**src/rtl/vec_pkg.sv**
```systemverilog
// rtl/vec_pkg.sv - shared parameter defaults and FSM state type for the vector LSU
package vec_pkg;

  localparam int VEC_DATA_W = 16;
  localparam int VEC_LANES  = 8;
  localparam int VEC_ADDR_W = 16;

  typedef enum logic [1:0] {
    IDLE  = 2'd0,
    ISSUE = 2'd1,
    DRAIN = 2'd2,
    DONE  = 2'd3
  } vlsu_state_t;

endpackage

```
**src/rtl/vlsu_addr_gen.sv**
```systemverilog
// rtl/vlsu_addr_gen.sv - lane counter and running address accumulator (addr += stride per lane)
module vlsu_addr_gen
  import vec_pkg::*;
#(
  parameter int LANES  = VEC_LANES,
  parameter int ADDR_W = VEC_ADDR_W,
  parameter int LANE_W = $clog2(LANES)
) (
  input  logic              clk,
  input  logic              reset,
  input  logic              init_i,
  input  logic              step_i,
  input  logic              clear_i,
  input  logic [ADDR_W-1:0] base_i,
  input  logic [ADDR_W-1:0] stride_i,
  output logic [LANE_W-1:0] lane_o,
  output logic              last_o,
  output logic [ADDR_W-1:0] addr_o
);

  logic [LANE_W-1:0] lane_q, lane_d;
  logic [ADDR_W-1:0] addr_q, addr_d;

  // Clearing the accumulator after the last lane keeps mem_addr at zero outside ISSUE.
  always_comb begin
    lane_d = lane_q;
    addr_d = addr_q;
    if (clear_i) begin
      lane_d = '0;
      addr_d = '0;
    end else if (init_i) begin
      lane_d = '0;
      addr_d = base_i;
    end else if (step_i) begin
      lane_d = lane_q + LANE_W'(1);
      addr_d = addr_q + stride_i;
    end
  end

  always_ff @(posedge clk) begin
    if (reset) begin
      lane_q <= '0;
      addr_q <= '0;
    end else begin
      lane_q <= lane_d;
      addr_q <= addr_d;
    end
  end

  assign lane_o = lane_q;
  assign addr_o = addr_q;
  assign last_o = (lane_q == LANE_W'(LANES - 1));

endmodule

```
**src/rtl/vector_lsu.sv**
```systemverilog
// rtl/vector_lsu.sv - strided vector load/store unit driving a single-port registered RAM
module vector_lsu
  import vec_pkg::*;
#(
  parameter int DATA_W = VEC_DATA_W,
  parameter int LANES  = VEC_LANES,
  parameter int ADDR_W = VEC_ADDR_W
) (
  input  logic                    clk,
  input  logic                    reset,
  input  logic                    start,
  input  logic                    is_store,
  input  logic [ADDR_W-1:0]       base_addr,
  input  logic [ADDR_W-1:0]       stride,
  input  logic [LANES-1:0]        lane_mask,
  input  logic [LANES*DATA_W-1:0] store_vec,
  output logic                    busy,
  output logic                    done,
  output logic [LANES*DATA_W-1:0] load_vec,
  output logic [ADDR_W-1:0]       mem_addr,
  output logic [DATA_W-1:0]       mem_wdata,
  output logic                    mem_wren,
  input  logic [DATA_W-1:0]       mem_rdata
);

  localparam int LANE_W = $clog2(LANES);

  vlsu_state_t             state_q;
  logic                    is_store_q;
  logic                    busy_q;
  logic                    done_q;
  logic                    wren_q;
  logic [DATA_W-1:0]       wdata_q;
  logic [ADDR_W-1:0]       stride_q;
  logic [LANES-1:0]        mask_q;
  logic [DATA_W-1:0]       snap_q   [LANES];
  logic [DATA_W-1:0]       shadow_q [LANES];
  logic [LANES*DATA_W-1:0] load_vec_q;

  logic [LANE_W-1:0] lane;
  logic [LANE_W-1:0] lane_nx;
  logic [LANE_W-1:0] cap_idx;
  logic              last;
  logic [ADDR_W-1:0] addr;
  logic [DATA_W-1:0] rdata_cap;
  logic              ag_init;
  logic              ag_step;
  logic              ag_clear;

  assign ag_init  = (state_q == IDLE) && start;
  assign ag_step  = (state_q == ISSUE) && !last;
  assign ag_clear = (state_q == ISSUE) && last;

  vlsu_addr_gen #(
    .LANES  (LANES),
    .ADDR_W (ADDR_W),
    .LANE_W (LANE_W)
  ) u_addr_gen (
    .clk      (clk),
    .reset    (reset),
    .init_i   (ag_init),
    .step_i   (ag_step),
    .clear_i  (ag_clear),
    .base_i   (base_addr),
    .stride_i (stride_q),
    .lane_o   (lane),
    .last_o   (last),
    .addr_o   (addr)
  );

  // Read data trails its address by one cycle, so ISSUE lane i captures lane i-1.
  assign lane_nx   = lane + LANE_W'(1);
  assign cap_idx   = (state_q == DRAIN) ? LANE_W'(LANES - 1) : (lane - LANE_W'(1));
  assign rdata_cap = mask_q[cap_idx] ? mem_rdata : '0;

  always_ff @(posedge clk) begin
    if (reset) begin
      state_q    <= IDLE;
      is_store_q <= 1'b0;
      busy_q     <= 1'b0;
      done_q     <= 1'b0;
      wren_q     <= 1'b0;
      wdata_q    <= '0;
      stride_q   <= '0;
      mask_q     <= '0;
      load_vec_q <= '0;
      for (int i = 0; i < LANES; i++) begin
        snap_q[i]   <= '0;
        shadow_q[i] <= '0;
      end
    end else begin
      case (state_q)
        IDLE: begin
          if (start) begin
            state_q    <= ISSUE;
            busy_q     <= 1'b1;
            is_store_q <= is_store;
            stride_q   <= stride;
            mask_q     <= lane_mask;
            for (int i = 0; i < LANES; i++) snap_q[i] <= store_vec[i*DATA_W +: DATA_W];
            wren_q     <= is_store & lane_mask[0];
            wdata_q    <= is_store ? store_vec[DATA_W-1:0] : '0;
          end
        end
        ISSUE: begin
          if (!is_store_q && (lane != '0)) shadow_q[cap_idx] <= rdata_cap;
          if (last) begin
            wren_q  <= 1'b0;
            wdata_q <= '0;
            if (is_store_q) begin
              state_q <= DONE;
              done_q  <= 1'b1;
            end else begin
              state_q <= DRAIN;
            end
          end else begin
            wren_q  <= is_store_q & mask_q[lane_nx];
            wdata_q <= is_store_q ? snap_q[lane_nx] : '0;
          end
        end
        DRAIN: begin
          shadow_q[LANES-1] <= rdata_cap;
          for (int i = 0; i < LANES - 1; i++) load_vec_q[i*DATA_W +: DATA_W] <= shadow_q[i];
          load_vec_q[(LANES-1)*DATA_W +: DATA_W] <= rdata_cap;
          done_q  <= 1'b1;
          state_q <= DONE;
        end
        DONE: begin
          done_q  <= 1'b0;
          busy_q  <= 1'b0;
          state_q <= IDLE;
        end
        default: state_q <= IDLE;
      endcase
    end
  end

  assign busy      = busy_q;
  assign done      = done_q;
  assign load_vec  = load_vec_q;
  assign mem_addr  = addr;
  assign mem_wdata = wdata_q;
  assign mem_wren  = wren_q;

endmodule

```
**config.mk**
```make
export PLATFORM = sky130hd
export DESIGN_NAME = vector_lsu
export DESIGN_NICKNAME = d
export VERILOG_FILES = /design/src/rtl/vec_pkg.sv /design/src/rtl/vlsu_addr_gen.sv /design/src/rtl/vector_lsu.sv
export SDC_FILE = /design/constraint.sdc
export NUM_CORES = 1
export LEC_CHECK = 0
export ABC_AREA = 1
export BUFFER_PORTS_ARGS = -buffer_cell sky130_fd_sc_hd__buf_4
export CORE_MARGIN = 10
export CORE_UTILIZATION = 46
export DETAILED_ROUTE_END_ITERATION = 8
export PLACE_DENSITY = 0.72
export SKIP_CTS_REPAIR_TIMING = 1
export SYNTH_ARGS = -nofsm -noshare
export SYNTH_HDL_FRONTEND = slang
export SYNTH_SLANG_ARGS = --single-unit
```
**constraint.sdc**
```tcl
create_clock -name clk -period 4.7 [get_ports clk]
set_input_delay 0.705 -clock clk [delete_from_list [all_inputs] [get_ports clk]]
set_output_delay 0.705 -clock clk [all_outputs]
set_load 0.1 [all_outputs]
```
==> run_results.csv <==
group,metric,value,unit
routing,vias,14960,
pwr,ir_worst_vdd,0.3535,mV
die,die-area,47800,µm²
setup_path,crit_slowest_cell,"nand2_1",
setup_path,end_kind,"register",
cts,cts_root_buf,"clkbuf_16",
yosys,ys.flop_type,"edfxtp_1",
setup_path,crit_buf_inv,3,
yosys,syn_area,18150,µm²
setup_path,crit_fanout,61,
global_routing,grt_pass1_vias,14350,
setup_path,cp_top_family,"simple AND/OR/NAND/NOR gates",
worst_hold_path,hp-class,"in2reg",
cells_and_area,area_growth,24.41,%
routing,avgViaCountPerCell,5.166,
cts,clk_latency,0.58,ns
sta,skew,0.02781,ns
routing,wl,53.14,mm
yosys,synth_top_family_by_area,"simple AND/OR/NAND/NOR gates",
placed_design,portBuffers,350,
pwr,power.density,702.7,nW/µm²
placed_design,hpwlAfterDp,36.82,mm
yosys,ys_ff_latch,433,
yosys,synth.distinct_cells,32,
yosys,synth_edf_count,240,
sta,rsz0062_at_grt,"false",
global_routing,grt_max_degree,129,
die,die_y,218.6,µm
die,initial_utilization,46.74,%
yosys,synth_xor_area_share,0.3861,%
status,outcome,"completed",
cells_and_area,drive_gt1_share,19.80,%
pwr,leakagePower,10.33,nW
cts,clkSinkCount,433,
yosys,netlist_instances,2040,
sta,fmax,0.3217,GHz
routing,drtPass1Iterations,6,
routing,routedWlPerCell,18.35,µm
sta,fin_setup_tns,0,ns
cts,cts_tree,"done",
die,die-width,218.6,µm
cells_and_area,regArea,11070,µm²
sta,worstMarginPinSlew,1.099,ns
setup_path,critical_path_arrival,3.27,ns
global_routing,antenna_found_initial,4,
cts,h-tree-depth,2,
yosys,ys_warn_count,0,
yosys,synthMuxAreaShare,0,%
yosys,synth-compound-area-share,10.71,%
sta,setup-violations-final,0,
run,maxCapViolations,0,
cts,path_clk_slew,0.06,ns
sta,period_minus_slack,3.108,ns
cells_and_area,layout.nets,2550,
routing,first_iter_violations,1527,
routing,drcViolationCount,0,
sta,whs,0.3644,ns
die,coreArea,38830,µm²
setup_path,path_cells,"inv_2 -> buf_4 -> ha_1 -> xor2_1 -> nor2_1 -> inv_1 -> nor2_1 -> nand2_1 -> nand2_1",
cts,cts_buffers,44,
yosys,async_flop_share,0,%
sta,min_period_over_period,66.13,%
cells_and_area,design_area,22580,µm²
global_routing,grt_pass1_wl,80.53,mm
yosys,yosysSeqAreaShare,61.00,%
global_routing,grt_usage,21.42,%
setup_path,cp.required,4.86,ns
sta,finalHoldViolCount,0,
die,io_pins,351,
sta,worst_slack,1.592,ns
setup_path,critPathKind,"reg2reg",
placed_design,gp_congestion,0.8779,
setup_path,start_kind,"register",
yosys,syn-num-nets,2252,
sta,relSlewSlack,26.74,%
global_routing,grt.overflow.total,0,
cts,clock_path_buffers,3,
die,std_cell_rows,72,
placed_design,place_area,21120,µm²
yosys,avgSynthCellArea,8.896,µm²
sta,maxSlewViolCount,0,
pwr,p_total,15.87,mW
setup_path,slowest_delay,0.57,ns
yosys,synth_simple_gate_area_share,18.56,%
routing,drtAntennaViolNets,0,
cells_and_area,nFillCells,3351,
placed_design,dp_slack,1.549,ns
yosys,synth_adder_area_share,1.696,%
cells_and_area,multi_input_area,5722,µm²
-- state kept, by name, summed over array words and instances (netlist names), 2 cells and up --
signal,cells
stride_q,16
mask_q,8
load_vec,128
shadow_q,112
mem_wdata,16
state_q,2
snap_q,128
u_addr_gen.addr_o,16
u_addr_gen.lane_o,3
-- area by class of cell --
class                           instances  share of cell area, %
Tap cell                              518                  2.871
Multi-Input combinational cell       1246                  25.34
Antenna cell                            4                0.04433
Sequential cell                       433                  49.04
Timing Repair Buffer                  363                  12.13
Clock inverter                         18                 0.7758
Clock buffer                           64                  5.625
Inverter                              250                  4.178
-- layout by cell type (no fill, tap or decap), types with 2 or more instances in the layout --
cell and instances:
nor2_1 589, nand2_4 2, nand2_1 201, inv_2 13, nand2_2 5, clkinv_1 4
dfxtp_1 192, o211ai_1 15, nand3_1 36, or2_2 2, bufinv_16 2, ha_1 22
o21ai_1 10, xnor2_1 2, nor2_4 10, o221ai_1 22, inv_4 2, inv_6 2
xor2_1 6, a21oi_1 53, clkbuf_1 12, o21ai_0 236, inv_1 234, edfxtp_1 240
a31oi_1 22, nor3_1 4, clkbuf_16 46, nor2_2 3, buf_4 362, diode_2 4
clkbuf_8 5, clkinv_2 7
-- per-layer routing --
metal	vias to the layer above	part of all wire [%]	wire length [µm]	global-route usage, %
met3	84	9.1	4853	5.152
met1	6988	40	21140	26.55
li1	7190	-	-	-
met4	0	2.8	1470	7.429
met5	-	0	0	0
met2	700	48	25680	35.84
-- power breakdown --
part	internal [mW]	switching (mW)	leakage, nW	total, mW
clock network	2.00	1.47	0.706	3.48
logic	1.42	5.69	5.51	7.10
registers	4.84	0.446	4.11	5.28
-- per-stage QoR --
stage / cells / utilization (%)
floorplan: 2040 / -
global placement: 2810 / 54.40
detailed placement: 2810 / 54.40
CTS: 2892 / 58.12
global route: 2896 / 58.15
finish: 2896 / 58.15
-- cells in the mapped netlist (3+ instances only) --
| cell type | instances | area [µm²] |
|---|---|---|
| a21oi_1 | 53 | 265.3 |
| a31oi_1 | 22 | 137.6 |
| buf_1 | 5 | 18.77 |
| buf_2 | 10 | 50.05 |
| clkbuf_1 | 92 | 345.3 |
| dfxtp_1 | 193 | 3864 |
| edfxtp_1 | 240 | 7207 |
| ha_1 | 23 | 287.8 |
| inv_1 | 235 | 882.1 |
| inv_2 | 13 | 48.80 |
| nand2_1 | 203 | 762.0 |
| nand2_2 | 5 | 31.28 |
| nand3_1 | 36 | 180.2 |
| nor2_1 | 589 | 2211 |
| nor2_2 | 3 | 18.77 |
| nor2_4 | 10 | 112.6 |
| nor3_1 | 4 | 20.02 |
| o211ai_1 | 15 | 112.6 |
| o21ai_0 | 236 | 1181 |
| o21ai_1 | 11 | 55.05 |
| o221ai_1 | 22 | 192.7 |
| xor2_1 | 6 | 52.55 |
-- logic make-up after synthesis --
family	count (synthesis)
AOI/OAI and AO/OA	359
adders and majority gates	24
and+or+nand+nor	855
buffers and inverters	361
DFF	433
xor gates and xnor gates	8
-- worst paths after layout --
check | from | endpoint | slack, ns | cells after the start
setup / recovery | u_addr_gen.lane_o[0] | shadow_q[2][11] | 1.59 | 9
hold / removal | lane_mask[1] | mask_q[1] | 0.36 | 3
setup reg to reg | u_addr_gen.lane_o[0] | shadow_q[2][11] | 1.59 | 9
hold reg to reg | shadow_q[2][4] | load_vec[36] | 0.47 | 2
-- worst min-delay path, delay by kind of cell --
| family | cells | cell delay [ns] |
|---|---|---|
| buffers and inverters | 1 | 0.08 |
| and+or+nand+nor | 1 | 0.05 |
| AOI/OAI and AO/OA | 1 | 0.06 |
No activity file was read; power rests on OpenSTA's default activity.
